<file path="config.mk">
export PLATFORM = sky130hd
export DESIGN_NAME = uart_packet_decoder
export DESIGN_NICKNAME = d
export VERILOG_FILES = /design/src/rtl/uart_packet_decoder.sv
export SDC_FILE = /design/constraint.sdc
export NUM_CORES = 1
export LEC_CHECK = 0
export ABC_AREA = 1
export BUFFER_PORTS_ARGS = -buffer_cell sky130_fd_sc_hd__buf_2
export CORE_MARGIN = 4
export CORE_UTILIZATION = 35
export CTS_CLUSTER_SIZE = 20
export DETAILED_ROUTE_END_ITERATION = 8
export PLACE_DENSITY_LB_ADDON = 0.12
export SETUP_SLACK_MARGIN = 0.02
export SYNTH_ARGS = -nofsm -noshare
export SYNTH_HDL_FRONTEND = slang
export SYNTH_SLANG_ARGS = --single-unit
</file>
<file path="constraint.sdc">
create_clock -name Clk -period 3.55 [get_ports Clk]
set_input_delay 0.355 -clock Clk [delete_from_list [all_inputs] [get_ports Clk]]
set_output_delay 0.355 -clock Clk [all_outputs]
set_load 0.05 [all_outputs]
</file>
<file path="src/rtl/uart_packet_decoder.sv">
`default_nettype none
// ============================================================================
// Module   : uart_packet_decoder
// Brief    : Hunts SYNC/LEN/payload/CHK frames in a UART byte stream, buffers
//            and validates them, then drains good payloads as valid/ready data.
// Revision : 1.0
// ============================================================================
module uart_packet_decoder #(
    parameter int         CLOCK_FREQUENCY = 1_000_000,
    parameter logic [7:0] SYNC_BYTE       = 8'hA5,
    parameter int         MAX_LEN         = 16,
    parameter int         TIMEOUT_CYCLES  = 10_000
) (
    input  logic       Clk,
    input  logic       Reset,
    input  logic [7:0] RxDataInput,
    input  logic       RxReady,
    input  logic       RxError,
    output logic       RxEnable,
    output logic [7:0] OutData,
    output logic       OutValid,
    output logic       OutLast,
    input  logic       OutReady,
    output logic [7:0] PacketLength,
    output logic       ErrorStrobe,
    output logic [1:0] ErrorCode,
    output logic       LinkFault,
    output logic [7:0] PacketCount,
    output logic [7:0] ErrorCount
);

    localparam int c_IDX_W = (MAX_LEN > 1) ? $clog2(MAX_LEN) : 1;
    // Counter is wide enough for a full one-second gap, whichever is larger.
    localparam int c_TIMER_SPAN = (TIMEOUT_CYCLES > CLOCK_FREQUENCY) ? TIMEOUT_CYCLES : CLOCK_FREQUENCY;
    localparam int c_TIMER_W = $clog2(c_TIMER_SPAN + 1);
    localparam logic [c_TIMER_W-1:0] c_TIMER_LAST = c_TIMER_W'(TIMEOUT_CYCLES - 1);
    localparam logic [7:0] c_MAX_LEN  = 8'(MAX_LEN);
    localparam logic [1:0] c_ERR_LINK = 2'd0;
    localparam logic [1:0] c_ERR_LEN  = 2'd1;
    localparam logic [1:0] c_ERR_CHK  = 2'd2;
    localparam logic [1:0] c_ERR_TIME = 2'd3;

    typedef enum logic [2:0] {
        S_HUNT    = 3'd0,
        S_LEN     = 3'd1,
        S_PAYLOAD = 3'd2,
        S_CHECK   = 3'd3,
        S_DRAIN   = 3'd4
    } state_t;

    state_t                 r_state;
    state_t                 w_stateNext;
    logic                   r_rxEnable;
    logic                   r_linkArmed;
    logic [7:0]             r_len;
    logic [7:0]             r_xor;
    logic [7:0]             r_index;
    logic [7:0]             r_rdPtr;
    logic [c_TIMER_W-1:0]   r_timer;
    logic                   r_errStrobe;
    logic [1:0]             r_errCode;
    logic                   r_linkFault;
    logic [7:0]             r_pktLen;
    logic [7:0]             r_pktCount;
    logic [7:0]             r_errCount;
    logic [7:0]             r_buffer [MAX_LEN];

    logic                   w_byteAvail;
    logic                   w_linkErr;
    logic                   w_timerActive;
    logic                   w_timeout;
    logic                   w_take;
    logic                   w_err;
    logic [1:0]             w_errCode;
    logic                   w_goodPkt;
    logic                   w_xfer;
    logic                   w_lenBad;

    // The cycle with RxEnable high never consumes, so a lingering RxReady is not re-taken.
    assign w_byteAvail   = RxReady && !r_rxEnable && !RxError;
    assign w_linkErr     = RxError && r_linkArmed && (r_state != S_DRAIN);
    assign w_timerActive = (r_state == S_LEN) || (r_state == S_PAYLOAD) || (r_state == S_CHECK);
    assign w_timeout     = w_timerActive && (r_timer == c_TIMER_LAST);
    assign w_lenBad      = (RxDataInput == 8'd0) || (RxDataInput > c_MAX_LEN);

    always_ff @(posedge Clk or negedge Reset) begin
        if (!Reset) begin
            r_state <= S_HUNT;
        end else begin
            r_state <= w_stateNext;
        end
    end

    always_comb begin
        w_stateNext = r_state;
        w_take      = 1'b0;
        w_err       = 1'b0;
        w_errCode   = r_errCode;
        w_goodPkt   = 1'b0;
        w_xfer      = 1'b0;
        if (w_linkErr) begin
            w_err       = 1'b1;
            w_errCode   = c_ERR_LINK;
            w_stateNext = S_HUNT;
        end else if (w_timeout) begin
            w_err       = 1'b1;
            w_errCode   = c_ERR_TIME;
            w_stateNext = S_HUNT;
        end else begin
            case (r_state)
                S_HUNT: begin
                    if (w_byteAvail) begin
                        w_take = 1'b1;
                        if (RxDataInput == SYNC_BYTE) begin
                            w_stateNext = S_LEN;
                        end
                    end
                end
                S_LEN: begin
                    if (w_byteAvail) begin
                        w_take = 1'b1;
                        if (w_lenBad) begin
                            w_err       = 1'b1;
                            w_errCode   = c_ERR_LEN;
                            w_stateNext = S_HUNT;
                        end else begin
                            w_stateNext = S_PAYLOAD;
                        end
                    end
                end
                S_PAYLOAD: begin
                    if (w_byteAvail) begin
                        w_take = 1'b1;
                        if (r_index == r_len - 8'd1) begin
                            w_stateNext = S_CHECK;
                        end
                    end
                end
                S_CHECK: begin
                    if (w_byteAvail) begin
                        w_take = 1'b1;
                        if (RxDataInput == r_xor) begin
                            w_goodPkt   = 1'b1;
                            w_stateNext = S_DRAIN;
                        end else begin
                            w_err       = 1'b1;
                            w_errCode   = c_ERR_CHK;
                            w_stateNext = S_HUNT;
                        end
                    end
                end
                S_DRAIN: begin
                    if (OutReady) begin
                        w_xfer = 1'b1;
                        if (r_rdPtr == r_len - 8'd1) begin
                            w_stateNext = S_HUNT;
                        end
                    end
                end
                default: begin
                    w_stateNext = S_HUNT;
                end
            endcase
        end
    end

    always_ff @(posedge Clk or negedge Reset) begin
        if (!Reset) begin
            r_rxEnable  <= 1'b0;
            r_linkArmed <= 1'b1;
            r_len       <= '0;
            r_xor       <= '0;
            r_index     <= '0;
            r_rdPtr     <= '0;
            r_timer     <= '0;
            r_errStrobe <= 1'b0;
            r_errCode   <= '0;
            r_linkFault <= 1'b0;
            r_pktLen    <= '0;
            r_pktCount  <= '0;
            r_errCount  <= '0;
        end else begin
            r_rxEnable  <= w_take;
            r_errStrobe <= w_err;
            // Re-arm only once RxError drops, so a held error strobes once.
            if (!RxError) begin
                r_linkArmed <= 1'b1;
            end else if (w_linkErr) begin
                r_linkArmed <= 1'b0;
            end
            if (w_linkErr) begin
                r_linkFault <= 1'b1;
            end
            if (w_err) begin
                r_errCode <= w_errCode;
                if (r_errCount != 8'hFF) begin
                    r_errCount <= r_errCount + 8'd1;
                end
            end
            if (w_take || w_err || !w_timerActive) begin
                r_timer <= '0;
            end else begin
                r_timer <= r_timer + c_TIMER_W'(1);
            end
            if (w_take && (r_state == S_LEN)) begin
                r_len   <= RxDataInput;
                r_xor   <= RxDataInput;
                r_index <= '0;
            end
            if (w_take && (r_state == S_PAYLOAD)) begin
                r_xor   <= r_xor ^ RxDataInput;
                r_index <= r_index + 8'd1;
            end
            if (w_goodPkt) begin
                r_pktLen <= r_len;
                r_rdPtr  <= '0;
                if (r_pktCount != 8'hFF) begin
                    r_pktCount <= r_pktCount + 8'd1;
                end
            end else if (w_xfer) begin
                r_rdPtr <= r_rdPtr + 8'd1;
            end
        end
    end

    // Payload storage needs no reset; it is only read while draining a validated packet.
    always_ff @(posedge Clk) begin
        if (w_take && (r_state == S_PAYLOAD)) begin
            r_buffer[r_index[c_IDX_W-1:0]] <= RxDataInput;
        end
    end

    assign RxEnable     = r_rxEnable;
    assign OutValid     = (r_state == S_DRAIN);
    assign OutData      = OutValid ? r_buffer[r_rdPtr[c_IDX_W-1:0]] : 8'h00;
    assign OutLast      = OutValid && (r_rdPtr == r_len - 8'd1);
    assign PacketLength = r_pktLen;
    assign ErrorStrobe  = r_errStrobe;
    assign ErrorCode    = r_errCode;
    assign LinkFault    = r_linkFault;
    assign PacketCount  = r_pktCount;
    assign ErrorCount   = r_errCount;

endmodule
`default_nettype wire

</file>
[Yosys cells after proc, flatten, opt, wreduce, memory -nomap -nowiden]
Memories as Yosys holds them, arrays and structs flattened.
Cells that the tools add are included.
Word-level totals
  register bits: 85
  RAM bits: 128
  output and inout bits: 39
  logic and storage cells: 124
  memories: 1
Memory list
  r_buffer: depth 16, bits a word 8, read ports 1, clocked after Yosys merged registers in 0, wr ports 1, line 66  | logic [7:0] r_buffer [MAX_LEN];
Cells by class
  add/sub/neg operators: 6
  order comparisons: 1
  eq/ne operators: 23
  mux-type cells: 52
  bitwise operators: 1
  reduce and logical (&&, ||, !) cells: 26
Operators by type and width (number)
  $mux 8: 7
  $mux 3: 11
  $add 8x1->8 const B: 4
  $ne 4x4->1 const B: 8
  $eq 8x8->1: 3
  $mux 1: 23
  $add 20x1->20 const B: 1
  $eq 20x14->1 const B: 1
  $mux 20: 1
  $ne 8x8->1 const B: 2
  $pmux 3 s5: 1
  $mux 2: 7
  $eq 8x8->1 const B: 1
  $gt 8x5->1 const B: 1
  $logic_and 1x1->1: 8
  $logic_not 8->1: 1
  $ne 4x1->1 const B: 2
  $reduce_and 8->1: 1
  $sub 8x1->8 const B: 1
  $xor 8x8->8: 1
  $eq 3x2->1 const B: 2
  $reduce_and 6->1: 1
  $logic_or 1x1->1: 5
  $pmux 2 s2: 1
  11 further kinds: 15

[Longest topological paths before layout]
  depth after elaboration: 10
  mapped depth: 14
  gate-level depth less buffers: 14

[Worst setup path before layout]
OpenSTA, ideal clock, no wires.
  kind: reg-to-output
  from: register r_rdPtr[0]
  to: output port OutData[0]
  data arrival time: 2.143 ns
  setup slack: 1.052 ns
  stages on the path, launching flop included: 9
  buffers on the path: 3
  cell sequence: dfrtp_1 buf_2 inv_1 buf_2 buf_2 nor2_1 o22ai_1 nand2_1 a31oi_1
Between the ends
  word-level cells in the longest chain between the ends: 2
RTL lines
  start: declaration: line 58  | logic [7:0] r_rdPtr;
  start signal: assignment: line 221  | r_rdPtr <= r_rdPtr + 8'd1;
  $mem_v2 16x8
  $mux 8: line 235  | assign OutData = OutValid ? r_buffer[r_rdPtr[c_IDX_W-1:0]] : 8'h00;
  end: declaration: line 20  | output logic [7:0] OutData,
Every way passes these cells.

[Worst setup path in the final report]
  from: register r_len[0]
  to: output port OutLast
Between the ends
  word-level cells in the longest chain between the ends: 3
RTL lines
  start: declaration: line 55  | logic [7:0] r_len;
  start signal: assignment: line 206  | r_len <= RxDataInput;
  $sub 8x1->8: line 236  | assign OutLast = OutValid && (r_rdPtr == r_len - 8'd1);
  $eq 8x8->1: line 236
  $logic_and 1x1->1: line 236
  end: declaration: line 22  | output logic OutLast,
Every way passes these cells.

==> flow_summary.ini <==
[status]
status = complete, no violations

[global_routing]
grt-ovfl-total = 0
grt_pass1_wl_um = 42000
grt_max_degree = 67
gr-usage-all-layers_pct = 17.4
grt_pass1_vias = 7100
antenna_found_initial = 1

[power]
ir_drop_mv = 0.544
leakagePower_nw = 4.53
power.density_nw_per_um2 = 613

[setup_path]
worstSetupStartpointType = register
end_kind = output port
cp_max_fo = 8
rr_worst_depth = 12
regToRegSetupSlack_ps = 750
crit_type = register to output port
cp_data_arrival_time_ps = 2700
worstPathRequired_ps = 3190
reg2reg_from = r_timer[0]$_DFF_PN0_
r2r-end = r_buffer[6][3]$_DFFE_PP_
crit_end = OutLast
crit_path_start = r_len[0]$_DFFE_PN0P_

[drt]
ant_nets = 0
routed_wirelength_um = 26800
drc = 0
first_pass_iters = 5
num_vias = 7211
drt_iter0_drc = 506
via_per_inst = 5.05
wire_per_inst_um = 18.7

[yosys]
synth_warnings = 0
synth_edf_count = 128
yosysUniqueCellTypes = 40
ys_seq_area_share_pct = 61.0
async_flop_share_pct = 39.9
synth-seq-cells = 213
synth.net_count = 996
synthesis.area_sq_um = 9790
syn_area_per_cell_sq_um = 10.0
synthCells = 974
synth_ff_type = edfxtp_1

[die]
dieArea_sq_um = 30700
fp-row-count = 60
coreArea_sq_um = 27300
die_width_um = 175
die_h_um = 175
io_pins = 52
start_util_pct = 35.9

[timing]
relSlewSlack_pct = 45.6
skew_ps = 13.5
drv_slew = 0
setup_viol = 0
max_slew.worst_pin.slew_ps = 816
tns_ps = 0
layout_min_cycle_time_ps = 3060
max_clock_freq_ghz = 0.327
finalHoldViolations = 0
finalCritPeriodShare_pct = 86.1
rsz0062_at_grt = no

[clock_tree]
cts_buffers = 25
cts_tree = done
post_cts_buffers = 0
clk_pin_slew_ps = 60
clk_latency_ps = 520
htree_levels = 1
cts-root-buf = clkbuf_16
cts_buffer_depth = 3
clock_sinks = 213

[final_layout]
fillCellCount = 2666
seqCellArea_sq_um = 5970
final_common_cell = nand2_1
stdcell_count = 1429
multi_input_area_sq_um = 3390
final_cell_mix = nand2_1 (175), nor2_1 (143), edfxtp_1 (128)
finalNetCount = 1061
diodes = 0
drive_above_1_share_pct = 14.5
design_area_sq_um = 11300
area_delta_synth_final_pct = 15.8

[placement]
place_area_sq_um = 10500
routabilityCongestion = 0.787
dpl.cell_count = 1382
io_buffer_count = 51
hpwl_um = 18000

[worst_hold_path]
hold_class = input pin to register
hold_start = RxDataInput[2]

[run]
drv_cap = 0
## critical path, stage by stage, from the launching register on
cell      delay (ps)
dfrtp_1          380
clkinv_1         230
ha_1             440
inv_1             80
nand2_1           50
nand2_1           60
nand2_1           50
nor2_1            90
nand3_1           70
nor2_1           180
nand3_1          160
nor2_1           120
buf_2            280
## what timing repair did
item                                    4_1_cts  5_1_grt
hold buffers                                  2        0
gates resized for setup                       0        0
endpoints found under the setup margin        0        0
endpoints found under the hold margin        60        0
## worst min path at each step
stage / endpoint / slack, ps / cells past startpoint
floorplan: ErrorCode[0]$_DFFE_PN0P_ / 60 / 0
CTS: r_buffer[12][2]$_DFFE_PP_ / 200 / 1
finish: r_buffer[12][2]$_DFFE_PP_ / 210 / 1
global route: r_buffer[12][2]$_DFFE_PP_ / 210 / 1
detailed placement: r_timer[0]$_DFF_PN0_ / 460 / 1
global placement: r_timer[0]$_DFF_PN0_ / 450 / 1
## logic make-up after synthesis
| logic type | Yosys count | synth area share, % |
|---|---|---|
| AO/OA/AOI/OAI | 152 | 9.01 |
| XOR/XNOR | 44 | 3.94 |
| adder cells (fa/ha/maj) | 9 | 1.15 |
| buffers and inverters | 104 | 4.35 |
| flip-flops | 213 | 61.0 |
| AND/OR/NAND/NOR | 452 | 20.5 |
## cells in the mapped netlist, types with 3 or more instances
cell type	count	area (sq um)
a21oi_1	3	15.0
a31oi_1	8	50.1
buf_2	10	50.1
clkbuf_1	17	63.8
dfrtp_1	84	2100
edfxtp_1	128	3840
ha_1	9	113
inv_1	63	236
inv_2	8	30.0
nand2_1	175	657
nand2_2	4	25.0
nand2_4	5	56.3
nand3_1	72	360
nand4_1	14	87.6
nor2_1	143	537
nor2_2	6	37.5
nor3_1	12	60.1
nor3_2	8	80.1
nor4_1	4	25.0
o211ai_1	5	37.5
o21ai_0	90	450
o21ai_1	6	30.0
o21ai_2	4	35.0
o221ai_1	14	123
o22ai_1	20	125
or2_2	3	18.8
xnor2_1	13	114
xor2_1	31	272
## stage by stage
step / setup WS, ps / power [mW] / hold WS, ps / utilization [%]
4_1_cts: 426 / 7.03 / 200 / 41.6
3_3_place_gp: 764 / 4.42 / 447 / 38.5
5_1_grt: 196 / 7.32 / 205 / 41.6
6_report: 495 / 6.95 / 209 / 41.6
3_5_place_dp: 711 / 4.42 / 458 / 38.5
2_1_floorplan: 1050 / 4.02 / 59.4 / -
## state kept, by name, indices dropped and copies added, names as in the netlist, 2 cells and up
| signal | count |
|---|---|
| r_index | 8 |
| r_rdPtr | 8 |
| ErrorCode | 2 |
| r_state | 3 |
| r_xor | 8 |
| PacketCount | 8 |
| PacketLength | 8 |
| ErrorCount | 8 |
| r_len | 8 |
| r_timer | 20 |
| r_buffer | 128 |
## final cells by class
class | instances | area share (%)
clock buffer | 25 | 5.52
clock inverter | 20 | 1.74
inverter | 75 | 2.55
multi-input combinational | 657 | 29.9
sequential | 213 | 52.7
tap | 372 | 4.11
timing repair buffer | 67 | 3.49
## power breakdown
part | switching [mW] | internal [mW]
Clock | 1.06 | 1.52
Sequential | 0.195 | 2.82
Combinational | 0.954 | 0.399
Total | 2.21 | 4.73
## layer usage
| layer | part of all wire (%) | global-route usage, % | up-vias |
|---|---|---|---|
| met4 | 2.0 | 4.03 | 2 |
| met5 | 0.026 | 0 | - |
| met3 | 4.8 | 2.53 | 40 |
| met1 | 46 | 24.7 | 3506 |
| li1 | - | - | 3489 |
| met2 | 47 | 28.3 | 174 |
No activity file was read; power rests on OpenSTA's default activity.
